--- config.mk ---
export PLATFORM = sky130hd
export DESIGN_NAME = clk_div_prog
export DESIGN_NICKNAME = d
export VERILOG_FILES = /design/src/rtl/clk_div_pkg.sv /design/src/rtl/clk_div_cfg_reg.sv /design/src/rtl/clk_div_prog.sv
export SDC_FILE = /design/constraint.sdc
export NUM_CORES = 1
export LEC_CHECK = 0
export ABC_AREA = 1
export ABC_CLOCK_PERIOD_IN_PS = 3600
export CORE_ASPECT_RATIO = 2
export CORE_MARGIN = 8
export CORE_UTILIZATION = 30
export CTS_BUF_LIST = sky130_fd_sc_hd__clkbuf_4 sky130_fd_sc_hd__clkbuf_8
export CTS_CLUSTER_DIAMETER = 40
export DETAILED_ROUTE_END_ITERATION = 10
export GPL_TIMING_DRIVEN = 0
export HOLD_SLACK_MARGIN = 0.1
export PLACE_DENSITY = 0.55
export SYNTH_ARGS = -nofsm -noshare
export SYNTH_HDL_FRONTEND = slang
export SYNTH_SLANG_ARGS = --single-unit
--- constraint.sdc ---
create_clock -name clk -period 3.6 [get_ports clk]
set_clock_uncertainty 0.1 [all_clocks]
set_input_delay 0.72 -clock clk [delete_from_list [all_inputs] [get_ports clk]]
set_output_delay 0.72 -clock clk [all_outputs]
set_load 0.02 [all_outputs]
--- src/rtl/clk_div_pkg.sv ---
// Shared constants and helpers for the programmable clock divider.
package clk_div_pkg;

    localparam int unsigned DIV_W_DEFAULT = 8;
    localparam int unsigned MIN_DIV       = 2;

    // High-phase length: ceil(n/2), so odd ratios get the extra cycle high.
    function automatic logic [31:0] half_period(input logic [31:0] n);
        return (n >> 1) + 32'(n[0]);
    endfunction

endpackage

--- src/rtl/clk_div_cfg_reg.sv ---
// Divide-ratio load validation, pending register and boundary apply strobe.
module clk_div_cfg_reg
    import clk_div_pkg::*;
#(
    parameter int unsigned DIV_W = DIV_W_DEFAULT
) (
    input  logic             clk,
    input  logic             reset,
    input  logic [DIV_W-1:0] div_val,
    input  logic             div_load,
    input  logic             boundary,
    output logic [DIV_W-1:0] pend_val,
    output logic             pend_vld,
    output logic             div_err,
    output logic             apply_c
);

    logic load_ok;
    logic load_bad;

    assign load_ok  = div_load && (div_val >= DIV_W'(MIN_DIV));
    assign load_bad = div_load && (div_val <  DIV_W'(MIN_DIV));
    assign apply_c  = boundary && pend_vld;

    // A load on the apply edge wins, so it survives until the next boundary.
    always_ff @(posedge clk or posedge reset) begin
        if (reset) begin
            pend_val <= '0;
            pend_vld <= 1'b0;
            div_err  <= 1'b0;
        end else begin
            div_err <= load_bad;
            if (load_ok) begin
                pend_val <= div_val;
                pend_vld <= 1'b1;
            end else if (apply_c) begin
                pend_vld <= 1'b0;
            end
        end
    end

endmodule

--- src/rtl/clk_div_prog.sv ---
// Runtime-programmable integer clock divider with boundary-only ratio changes
// and glitch-free start/stop.
module clk_div_prog
    import clk_div_pkg::*;
#(
    parameter int unsigned DIV_W     = DIV_W_DEFAULT,
    parameter int unsigned RESET_DIV = 10
) (
    input  logic             clk,
    input  logic             reset,
    input  logic             en,
    input  logic [DIV_W-1:0] div_val,
    input  logic             div_load,
    output logic             clk_div,
    output logic             tick,
    output logic [DIV_W-1:0] cur_div,
    output logic             div_pending,
    output logic             div_err,
    output logic             running
);

    localparam logic [DIV_W-1:0] N_RST   = DIV_W'(RESET_DIV);
    localparam logic [DIV_W-1:0] CNT_RST = DIV_W'(RESET_DIV - 1);

    logic [DIV_W-1:0] cnt;
    logic [DIV_W-1:0] half;
    logic [DIV_W-1:0] cnt_inc;
    logic [DIV_W-1:0] n_next;
    logic [DIV_W-1:0] pend_val;
    logic             pend_vld;
    logic             boundary;
    logic             apply_c;

    assign boundary = (cnt == cur_div - DIV_W'(1));
    assign half     = DIV_W'(half_period(32'(cur_div)));
    assign cnt_inc  = cnt + DIV_W'(1);
    assign n_next   = apply_c ? pend_val : cur_div;

    assign div_pending = pend_vld;

    clk_div_cfg_reg #(
        .DIV_W (DIV_W)
    ) u_cfg (
        .clk      (clk),
        .reset    (reset),
        .div_val  (div_val),
        .div_load (div_load),
        .boundary (boundary),
        .pend_val (pend_val),
        .pend_vld (pend_vld),
        .div_err  (div_err),
        .apply_c  (apply_c)
    );

    // Idle parks the counter at N-1 so the first enabled edge is a boundary.
    always_ff @(posedge clk or posedge reset) begin
        if (reset) begin
            cnt     <= CNT_RST;
            cur_div <= N_RST;
            clk_div <= 1'b0;
            tick    <= 1'b0;
            running <= 1'b0;
        end else if (boundary) begin
            cur_div <= n_next;
            if (en) begin
                cnt     <= '0;
                clk_div <= 1'b1;
                tick    <= 1'b1;
                running <= 1'b1;
            end else begin
                cnt     <= n_next - DIV_W'(1);
                clk_div <= 1'b0;
                tick    <= 1'b0;
                running <= 1'b0;
            end
        end else begin
            cnt     <= cnt_inc;
            clk_div <= (cnt_inc < half);
            tick    <= 1'b0;
        end
    end

endmodule

==> results.sh <==
export IMPL_synth_nets=295
export IMPL_ys_seq_area_share_pct=35.42
export IMPL_antennaDiodeCount=0
export IMPL_synth_area_mm2=0.002063
export IMPL_syn_inst=271
export IMPL_synth_area_top_cells="dfrtp_1 (30%), nand2_1 (12%), ha_1 (7.3%)"
export IMPL_dieWidth_um=74.64
export IMPL_vias_per_cell=4.552
export IMPL_synth_compound_area_share_pct=6.489
export IMPL_fin_crit_sh_pct=82.76
export IMPL_grt_max_degree=30
export IMPL_cts_max_level=2
export IMPL_finalSetupViolations=0
export IMPL_numCtsBuffers=5
export IMPL_grt_pass1_vias=1875
export IMPL_drv_slew=0
export IMPL_synth_top_family_by_area="simple AND/OR/NAND/NOR gates"
export IMPL_synth_avg_cell_area_um2=7.613
export IMPL_synth_top_cell_by_area="dfrtp_1"
export IMPL_clock_sinks=29
export IMPL_setup_ws_ns=0.6208
export IMPL_fin_area_mm2=0.002517
export IMPL_drive_above_1_share_pct=15.51
export IMPL_worstHoldStart="u_cfg.pend_val[1]"
export IMPL_dp_cells=385
export IMPL_cts_tree="built"
export IMPL_hpwl_um=3916
export IMPL_place_gp_congestion=0.8341
export IMPL_pre_cts_ws_ns=0.6337
export IMPL_clk_pin_slew_ns=0.06
export IMPL_die_area_mm2=0.009948
export IMPL_rsz0062_at_grt="no"
export IMPL_irDropWorstVdd_v=0.0003513
export IMPL_path_max_fanout=9
export IMPL_grt_pass1_wl_um=8224
export IMPL_drt_iter0_drc=70
export IMPL_cp_startpoint="cur_div[1]"
export IMPL_cts_hold_buf=0
export IMPL_ys_ff_latch=29
export IMPL_yosysWarningCount=0
export IMPL_post_cts_resized=0
export IMPL_place_area_mm2=0.002416
export IMPL_syn_to_final_growth_pct=22.01
export IMPL_fin_crit_ns=2.979
export IMPL_synth_fa_ha_area_share_pct=7.277
export IMPL_worstPathArrival_ns=3.06
export IMPL_cts_root_buf="clkbuf_8"
export IMPL_grt_use_total_pct=10.53
export IMPL_wire_per_inst_um=11.98
export IMPL_slew_headroom_pct=25.64
export IMPL_antenna_found_initial=0
export IMPL_start_util_pct=30.44
export IMPL_switching_share_pct=47.46
export IMPL_hold_class="register to register"
export IMPL_required_ns=3.68
export IMPL_yosys_area_share_simple_pct=35.29
export IMPL_power_frac_clock_pct=13.7
export IMPL_wirelength_um=4707
export IMPL_core_mm2=0.006779
export IMPL_power_w=0.002162
export IMPL_cts_max_path_buffers=2
export IMPL_final_cells=393
export IMPL_critPathLaunchType="register"
export IMPL_muxShareOfSynthArea_pct=0.5458
export IMPL_critPathCaptureType="register"
export IMPL_hold_viol=0
export IMPL_drc_errors=0
export IMPL_vias=1789
export IMPL_cts_setup_buffers=0
export IMPL_clk_latency_ns=0.28
export IMPL_fmax_mhz=335.7
export IMPL_combPwrFrac_pct=59.9
export IMPL_synth_top_cell_area_share_pct=30.32
export IMPL_cap_violations=0
export IMPL_synth_xor_area_share_pct=5.094
export IMPL_p_int_w=0.001136
export IMPL_critical_path_class="register to register"
export IMPL_yosysUniqueCellTypes=33
export IMPL_p_switching_w=0.001026
export IMPL_port_buffers=24
export IMPL_tns_ns=0
export IMPL_fp_row_count=43
export IMPL_status="finished clean"
export IMPL_pwr_density_cell_mw_per_mm2=859.0
export IMPL_boundaryPins=25
export IMPL_ant_nets=0
export IMPL_drtPass1Iterations=4
export IMPL_worst_pin_slew_ns=1.114
export IMPL_seqPwrFrac_pct=26.5
export IMPL_r2r_start="cur_div[1]"
export IMPL_cellLeakagePower_nw=1.239
export IMPL_die_h_um=133.3
export IMPL_nets=326
export IMPL_grt_overflow_total=0
metal layers:
metal  part of all wire (%)  routed length, µm  global-route usage, %
met4                    2.7                127                  4.835
met2                     52               2460                  18.93
met1                     42               1955                  10.78
met5                      0                  0                      0
met3                    3.5                163                  2.410
cells in the mapped netlist, drive strengths merged:
cell / instances
dfrtp: 25
o211ai: 1
a21oi: 8
xor2: 8
o22ai: 1
nor4: 1
nor2: 30
a31o: 1
clkbuf: 1
mux2: 1
nor3: 3
o21ai: 12
clkinv: 1
xnor2: 4
dfstp: 4
inv: 44
nand3: 22
nand2: 78
nand3b: 1
nand4: 9
buf: 4
ha: 12
registers in the layout (all words and copies together), names as in the netlist:
register and flops:
cnt 8, cur_div 8, u_cfg.pend_val 8, clk_div 1, running 1, tick 1
u_cfg.div_err 1, u_cfg.pend_vld 1
path summary, 6_finish.rpt:
path	endpoint	slack [ns]	cells past startpoint
hold / removal	u_cfg.pend_val[1]	0.39	2
setup / recovery	cnt[6]	0.62	19
min in group asynchronous	u_cfg.pend_val[0]	0.94	2
max in group asynchronous	cur_div[6]	1.79	2
hold reg to reg	u_cfg.pend_val[1]	0.39	2
setup reg to reg	cnt[6]	0.62	19
area by class of cell:
cell class | count | area (µm²)
Sequential cell | 29 | 730.7
Timing Repair Buffer | 24 | 240.2
Clock inverter | 1 | 5.005
Clock buffer | 7 | 96.34
Buffer | 5 | 30.03
Tap cell | 90 | 112.6
Fill cell | 736 | 4262
Inverter | 45 | 173.9
Multi-Input combinational cell | 192 | 1129
cell families (layout without fill, tap and decap cells):
kind of cell / after synthesis / count (layout)
AO/OA/AOI/OAI: 23 / 23
flip-flops: 29 / 29
buffers and inverters: 50 / 82
adder cells (fa/ha/maj): 12 / 12
AND/OR/NAND/NOR: 144 / 144
multiplexers: 1 / 1
XOR/XNOR: 12 / 12
critical path, stage by stage (launching register included):
cell,delay [ns]
dfstp_2,0.58
inv_1,0.08
ha_1,0.30
nand2_1,0.08
inv_1,0.04
nor2_1,0.08
nand2_1,0.05
nor2_1,0.12
nand3_2,0.13
nor2_8,0.19
nand3_4,0.18
o21ai_4,0.25
inv_1,0.07
ha_1,0.21
nand2_1,0.10
inv_2,0.06
nand2_1,0.06
nand2_1,0.05
nand3_1,0.07
nand2_1,0.05
layout by cell type (no fill, tap or decap), types with 2 or more instances in the layout:
master,count
clkdlybuf4s50_1,24
nor2_2,2
nand2_2,10
buf_2,3
nand3_4,2
inv_2,5
clkbuf_8,7
inv_1,39
dfstp_2,4
nand3_1,18
nand3_2,2
nor2_1,23
nor2_8,2
xor2_1,8
nor3_1,3
nand4_1,9
ha_1,12
xnor2_1,4
o21ai_0,8
o21ai_1,3
a21oi_1,8
nand2_1,67
nor2_4,3
dfrtp_1,25
through the flow:
stage          utilization [%]  hold slack (ns)
4_1_cts                  37.14           0.3932
3_5_place_dp             35.64           0.3774
3_3_place_gp             35.64           0.3673
6_report                 37.14           0.3888
2_1_floorplan                -           0.3530
5_1_grt                  37.14           0.4380
power groups by stage:
stage	sequential (W)	combinational (W)	clock, W
floorplan	0.000622	0.000917	0
global placement	0.000579	0.00128	0
detailed placement	0.000579	0.00131	0
CTS	0.000575	0.00132	0.000305
global route	0.000595	0.00146	0.000316
finish	0.000572	0.00129	0.000296
(Power assumes the default switching activity.)
